$ cat config.mk
export PLATFORM = sky130hd
export DESIGN_NAME = serial_add_ctrl
export DESIGN_NICKNAME = d
export VERILOG_FILES = /design/src/rtl/serial_add_ctrl.sv
export SDC_FILE = /design/constraint.sdc
export NUM_CORES = 1
export LEC_CHECK = 0
export BUFFER_PORTS_ARGS = -buffer_cell sky130_fd_sc_hd__buf_2
export CAP_MARGIN = 20
export CELL_PAD_IN_SITES_DETAIL_PLACEMENT = 0
export CELL_PAD_IN_SITES_GLOBAL_PLACEMENT = 1
export CORE_MARGIN = 3
export CORE_UTILIZATION = 48
export CTS_CLUSTER_DIAMETER = 200
export DETAILED_ROUTE_END_ITERATION = 10
export PLACE_DENSITY_LB_ADDON = 0.1
export SLEW_MARGIN = 20
export SYNTH_ARGS = -nofsm -noshare
export SYNTH_HDL_FRONTEND = slang
export SYNTH_SLANG_ARGS = --single-unit
$ cat constraint.sdc
create_clock -name clk -period 3.6 [get_ports clk]
set_input_delay 0.18 -clock clk [delete_from_list [all_inputs] [get_ports clk]]
set_output_delay 0.18 -clock clk [all_outputs]
set_load 0.005 [all_outputs]
$ cat src/rtl/serial_add_ctrl.sv
// serial_add_ctrl
// ---------------
// Computes a WIDTH-bit add or subtract with one external 1-bit full adder.
// The adder is used once per clock, starting at the LSB, so one operation
// takes WIDTH clocks in RUN plus one DONE cycle.
//
// Handshake: start is sampled only while idle (busy=0). An accepted start
// captures a, b, cin and sub in the same edge. busy stays high through RUN
// and DONE. done is a one-cycle pulse, and z/cout/overflow are valid from
// that cycle until the next done. start is ignored while busy and is never
// queued.
//
// Ports:
//   clk, rst_n        clock, asynchronous active-low reset
//   start, a, b       request and operands
//   cin, sub          carry-in for add; sub=1 computes a + ~b + 1
//   busy, done        status and completion pulse
//   z, cout, overflow registered result, unsigned carry, signed overflow
//   add_a/add_b/add_cin  outputs to the full adder (0 outside RUN)
//   add_z/add_cout       inputs from the full adder
module serial_add_ctrl #(
  parameter int WIDTH = 32
) (
  input  logic             clk,
  input  logic             rst_n,
  input  logic             start,
  input  logic [WIDTH-1:0] a,
  input  logic [WIDTH-1:0] b,
  input  logic             cin,
  input  logic             sub,
  output logic             busy,
  output logic             done,
  output logic [WIDTH-1:0] z,
  output logic             cout,
  output logic             overflow,
  output logic             add_a,
  output logic             add_b,
  output logic             add_cin,
  input  logic             add_z,
  input  logic             add_cout
);

  localparam int IDXW = (WIDTH > 1) ? $clog2(WIDTH) : 1;
  localparam logic [IDXW-1:0] IDX_LAST   = IDXW'(WIDTH - 1);
  localparam logic [IDXW-1:0] IDX_PENULT = IDXW'(WIDTH - 2);

  typedef enum logic [1:0] {
    IDLE = 2'd0,
    RUN  = 2'd1,
    DONE = 2'd2
  } state_t;

  state_t           state_q, state_d;
  logic [WIDTH-1:0] a_q, a_d;
  logic [WIDTH-1:0] b_q, b_d;
  logic [WIDTH-1:0] sum_q, sum_d;
  logic [WIDTH-1:0] z_q, z_d;
  logic [IDXW-1:0]  idx_q, idx_d;
  logic             carry_q, carry_d;
  logic             msb_cin_q, msb_cin_d;
  logic             cout_q, cout_d;
  logic             ovf_q, ovf_d;

  always_ff @(posedge clk or negedge rst_n) begin
    if (!rst_n) begin
      state_q   <= IDLE;
      a_q       <= '0;
      b_q       <= '0;
      sum_q     <= '0;
      z_q       <= '0;
      idx_q     <= '0;
      carry_q   <= 1'b0;
      msb_cin_q <= 1'b0;
      cout_q    <= 1'b0;
      ovf_q     <= 1'b0;
    end else begin
      state_q   <= state_d;
      a_q       <= a_d;
      b_q       <= b_d;
      sum_q     <= sum_d;
      z_q       <= z_d;
      idx_q     <= idx_d;
      carry_q   <= carry_d;
      msb_cin_q <= msb_cin_d;
      cout_q    <= cout_d;
      ovf_q     <= ovf_d;
    end
  end

  always_comb begin
    state_d   = state_q;
    a_d       = a_q;
    b_d       = b_q;
    sum_d     = sum_q;
    z_d       = z_q;
    idx_d     = idx_q;
    carry_d   = carry_q;
    msb_cin_d = msb_cin_q;
    cout_d    = cout_q;
    ovf_d     = ovf_q;

    case (state_q)
      IDLE: begin
        if (start) begin
          state_d = RUN;
          a_d     = a;
          // Subtract is folded into the operands: invert b and force carry-in.
          b_d     = sub ? ~b : b;
          carry_d = sub ? 1'b1 : cin;
          idx_d   = '0;
        end
      end
      RUN: begin
        sum_d[idx_q] = add_z;
        carry_d      = add_cout;
        idx_d        = idx_q + 1'b1;
        // Carry into the MSB is kept so overflow can be formed on the last bit.
        if (idx_q == IDX_PENULT) begin
          msb_cin_d = add_cout;
        end
        if (idx_q == IDX_LAST) begin
          state_d = DONE;
          idx_d   = '0;
          // Results are published all at once so z never shows a partial sum.
          z_d     = sum_d;
          cout_d  = add_cout;
          ovf_d   = msb_cin_q ^ add_cout;
        end
      end
      DONE: begin
        state_d = IDLE;
      end
      default: begin
        state_d = IDLE;
      end
    endcase
  end

  assign busy     = (state_q != IDLE);
  assign done     = (state_q == DONE);
  assign z        = z_q;
  assign cout     = cout_q;
  assign overflow = ovf_q;

  // Adder inputs are forced low outside RUN so the cell sees no stale operands.
  assign add_a   = (state_q == RUN) & a_q[idx_q];
  assign add_b   = (state_q == RUN) & b_q[idx_q];
  assign add_cin = (state_q == RUN) & carry_q;

endmodule

==> impl_metrics.env <==
export IMPL_post_cts_buffers=0
export IMPL_fmax_mhz=356
export IMPL_period_minus_slack_ps=2810
export IMPL_synth_mux_area_fraction_pct=21.1
export IMPL_irDropWorstVdd_mv=0.520
export IMPL_cts_buffers=17
export IMPL_worst_skew_pair_late_latency_ps=410
export IMPL_synth_cells=622
export IMPL_num_antenna_cells=0
export IMPL_rows=42
export IMPL_grt_pass1_vias=5150
export IMPL_port_buffers=109
export IMPL_outcome="finished, final reports clean"
export IMPL_synth_fp_nets=698
export IMPL_tightestPinTransition_ps=934
export IMPL_syn_area_sq_um=6830
export IMPL_syn_to_final_growth_pct=21.1
export IMPL_cts_tree="built"
export IMPL_antenna_found_initial=0
export IMPL_layoutNonFillerInstCount=922
export IMPL_maxCapViolCount=0
export IMPL_first_iter_violations=254
export IMPL_yosys_warnings=0
export IMPL_power_density_nw_per_um2=809
export IMPL_wire_per_inst_microns=16.1
export IMPL_synth_fa_ha_area_share_pct=0.915
export IMPL_finalHoldViolations=0
export IMPL_dp_cells=865
export IMPL_holdCritPathClass="input pin to register"
export IMPL_synth_top_family_by_area="multiplexers"
export IMPL_synth_avg_cell_area_sq_um=11.0
export IMPL_worst_setup_path_type="register to primary output"
export IMPL_critPathSlowestCell="dfrtp_1"
export IMPL_power_total_mw=6.69
export IMPL_fin_tns_setup_ps=0
export IMPL_skew_ps=6.82
export IMPL_drtAntennaViolNets=0
export IMPL_grt_pass1_wl_mm=25.4
export IMPL_leakagePower_nw=3.80
export IMPL_grt_max_degree=112
export IMPL_ys_seq_elements=139
export IMPL_min_period_over_period_pct=78.0
export IMPL_slowest_delay_ps=690
export IMPL_synth_main_ff_cell="dfrtp_1"
export IMPL_relSlewSlack_pct=37.7
export IMPL_fp_dieW_microns=125
export IMPL_cp_data_arrival_time_ps=2630
export IMPL_vias=4855
export IMPL_clockRootBuffer="clkbuf_16"
export IMPL_synth_area_leader_cell="dfrtp_1"
export IMPL_synth_compound_area_share_pct=6.54
export IMPL_viasPerCell=5.27
export IMPL_synth_top_cell_area_share_pct=50.9
export IMPL_grt_setup_unrepaired="no"
export IMPL_place_congestion=0.783
export IMPL_io_pins=110
export IMPL_regArea_sq_um=3480
export IMPL_fin_ws_ps=791
export IMPL_synth_simple_area_share_pct=12.7
export IMPL_drv_slew=0
export IMPL_synth_xor_xnor_area_share_pct=4.23
export IMPL_clk_pin_slew_worst_paths_ps=50
export IMPL_start_util_pct=50.4
export IMPL_clock_tree_buffer_depth=2
export IMPL_finalInstanceArea_sq_um=8280
export IMPL_drt_wl_total_mm=14.8
export IMPL_critPathCaptureType="primary output"
export IMPL_crit_path_max_fanout=16
export IMPL_final_net_count=813
export IMPL_dieArea_sq_um=15700
export IMPL_dpl_hpwl_mm=9.65
export IMPL_fin_hold_ws_ps=20.0
export IMPL_fillers=1153
export IMPL_gr_usage_all_layers_pct=20.1
export IMPL_crit_chain="buf_4 > mux4_1 > nand3b_1 > a31o_2 > a41oi_1 > buf_2"
export IMPL_final_util_pct=61.1
export IMPL_grt_overflow=0
export IMPL_drive_gt1_share_pct=29.5
export IMPL_place_area_sq_um=7460
export IMPL_dp_slack_ps=1140
export IMPL_setup_violations=0
export IMPL_required_ps=3420
export IMPL_ys_types=41
export IMPL_synth_area_leaders="dfrtp_1, mux2_2, mux2i_1"
export IMPL_drc_errors=0
export IMPL_critPathLaunchType="register"
export IMPL_dieHeight_microns=125
export IMPL_clkSinkCount=139
export IMPL_h_tree_depth=4
export IMPL_first_pass_iters=4
export IMPL_yosysSeqAreaShare_pct=50.9
export IMPL_multi_input_area_sq_um=3120
export IMPL_ys_async_sr_fraction_pct=100
export IMPL_synth_edf_count=0
export IMPL_core_sq_um=13600
where the power goes:
group | internal, mW | switching (mW)
Sequential | 2.26 | 0.466
Combinational | 1.22 | 1.16
Clock | 0.989 | 0.598
Total | 4.48 | 2.22
worst max-delay path: cells and delay by family (launching register included):
family,cells,cell delay [ps]
AO/OA/AOI/OAI,2,300
flip-flops,1,690
AND/OR/NAND/NOR,1,100
buffers and inverters,2,540
multiplexers,1,580
final cells by class:
class | count | area share [%]
Sequential cell | 139 | 42.0
Inverter | 3 | 0.136
Tap cell | 176 | 2.66
Clock buffer | 26 | 5.91
Clock inverter | 2 | 0.453
Multi-Input combinational cell | 429 | 37.7
Timing Repair Buffer | 147 | 11.2
routing by layer:
layer,track usage (%),share of wire [%]
met3,4.22,4.4
met1,27.1,45
met2,32.2,50
met5,0,0
met4,7.53,1.1
cells in the mapped netlist (4+ instances only):
| cell type | instances |
|---|---|
| dfrtp_1 | 139 |
| ha_1 | 5 |
| nor2b_1 | 7 |
| nand3b_1 | 4 |
| o21ai_0 | 39 |
| mux2_2 | 61 |
| mux4_1 | 4 |
| nand2_1 | 77 |
| buf_1 | 4 |
| buf_2 | 18 |
| mux4_2 | 8 |
| clkbuf_1 | 26 |
| a21oi_1 | 32 |
| mux2i_1 | 41 |
| xnor2_1 | 33 |
| nor2_1 | 51 |
| mux2_1 | 5 |
| nand3_1 | 28 |
registers in the layout, summed over array words and instances, names as in the netlist:
register and count:
carry_q 1, msb_cin_q 1, cout 1, idx_q 5, overflow 1, sum_q 32, a_q 32, b_q 32
state_q 2, z 32
cells in the final DEF (no fill, tap or decap), types with 4 or more instances in the layout:
master / instances
nand3_1: 28
dlygate4sd3_1: 29
mux4_1: 4
nand2_1: 76
clkbuf_8: 4
nor2b_1: 6
o21ai_0: 39
buf_4: 8
clkbuf_16: 17
dfrtp_1: 139
mux2_1: 5
ha_1: 5
clkbuf_1: 6
xnor2_1: 33
mux2_2: 61
mux2i_1: 41
nand3b_1: 4
buf_2: 108
a21oi_1: 32
nor2_1: 51
nor3b_2: 4
mux4_2: 8
cells by family (layout without fill, tap and decap cells):
family,after synthesis,in the layout
flops,139,139
compound gates,82,82
mux,119,119
buf+inv,54,178
simple gates,190,190
fa+ha+maj,5,5
xor+xnor,33,33
timing repair:
| action | CTS | global route |
|---|---|---|
| resized for setup | 0 | 0 |
| setup endpoints to repair | 0 | 0 |
| endpoints found under the hold margin | 137 | 0 |
| hold buffers | 29 | 0 |
path summary, 6_finish.rpt:
path | start | slack [ps] | depth (start not counted) | to
min in group asynchronous | rst_n | 470 | 2 | z[11]$_DFFE_PN0P_
worst min register to register | z[10]$_DFFE_PN0P_ | 470 | 2 | z[10]$_DFFE_PN0P_
worst max register to register | idx_q[0]$_DFFE_PN0P_ | 1170 | 7 | z[3]$_DFFE_PN0P_
worst min-delay path | a[16] | 20 | 2 | a_q[16]$_DFFE_PN0P_
max in group asynchronous | rst_n | 2350 | 3 | b_q[27]$_DFFE_PN0P_
worst max-delay path | idx_q[0]$_DFFE_PN0P_ | 790 | 6 | add_a
No activity file was read; power rests on OpenSTA's default activity.
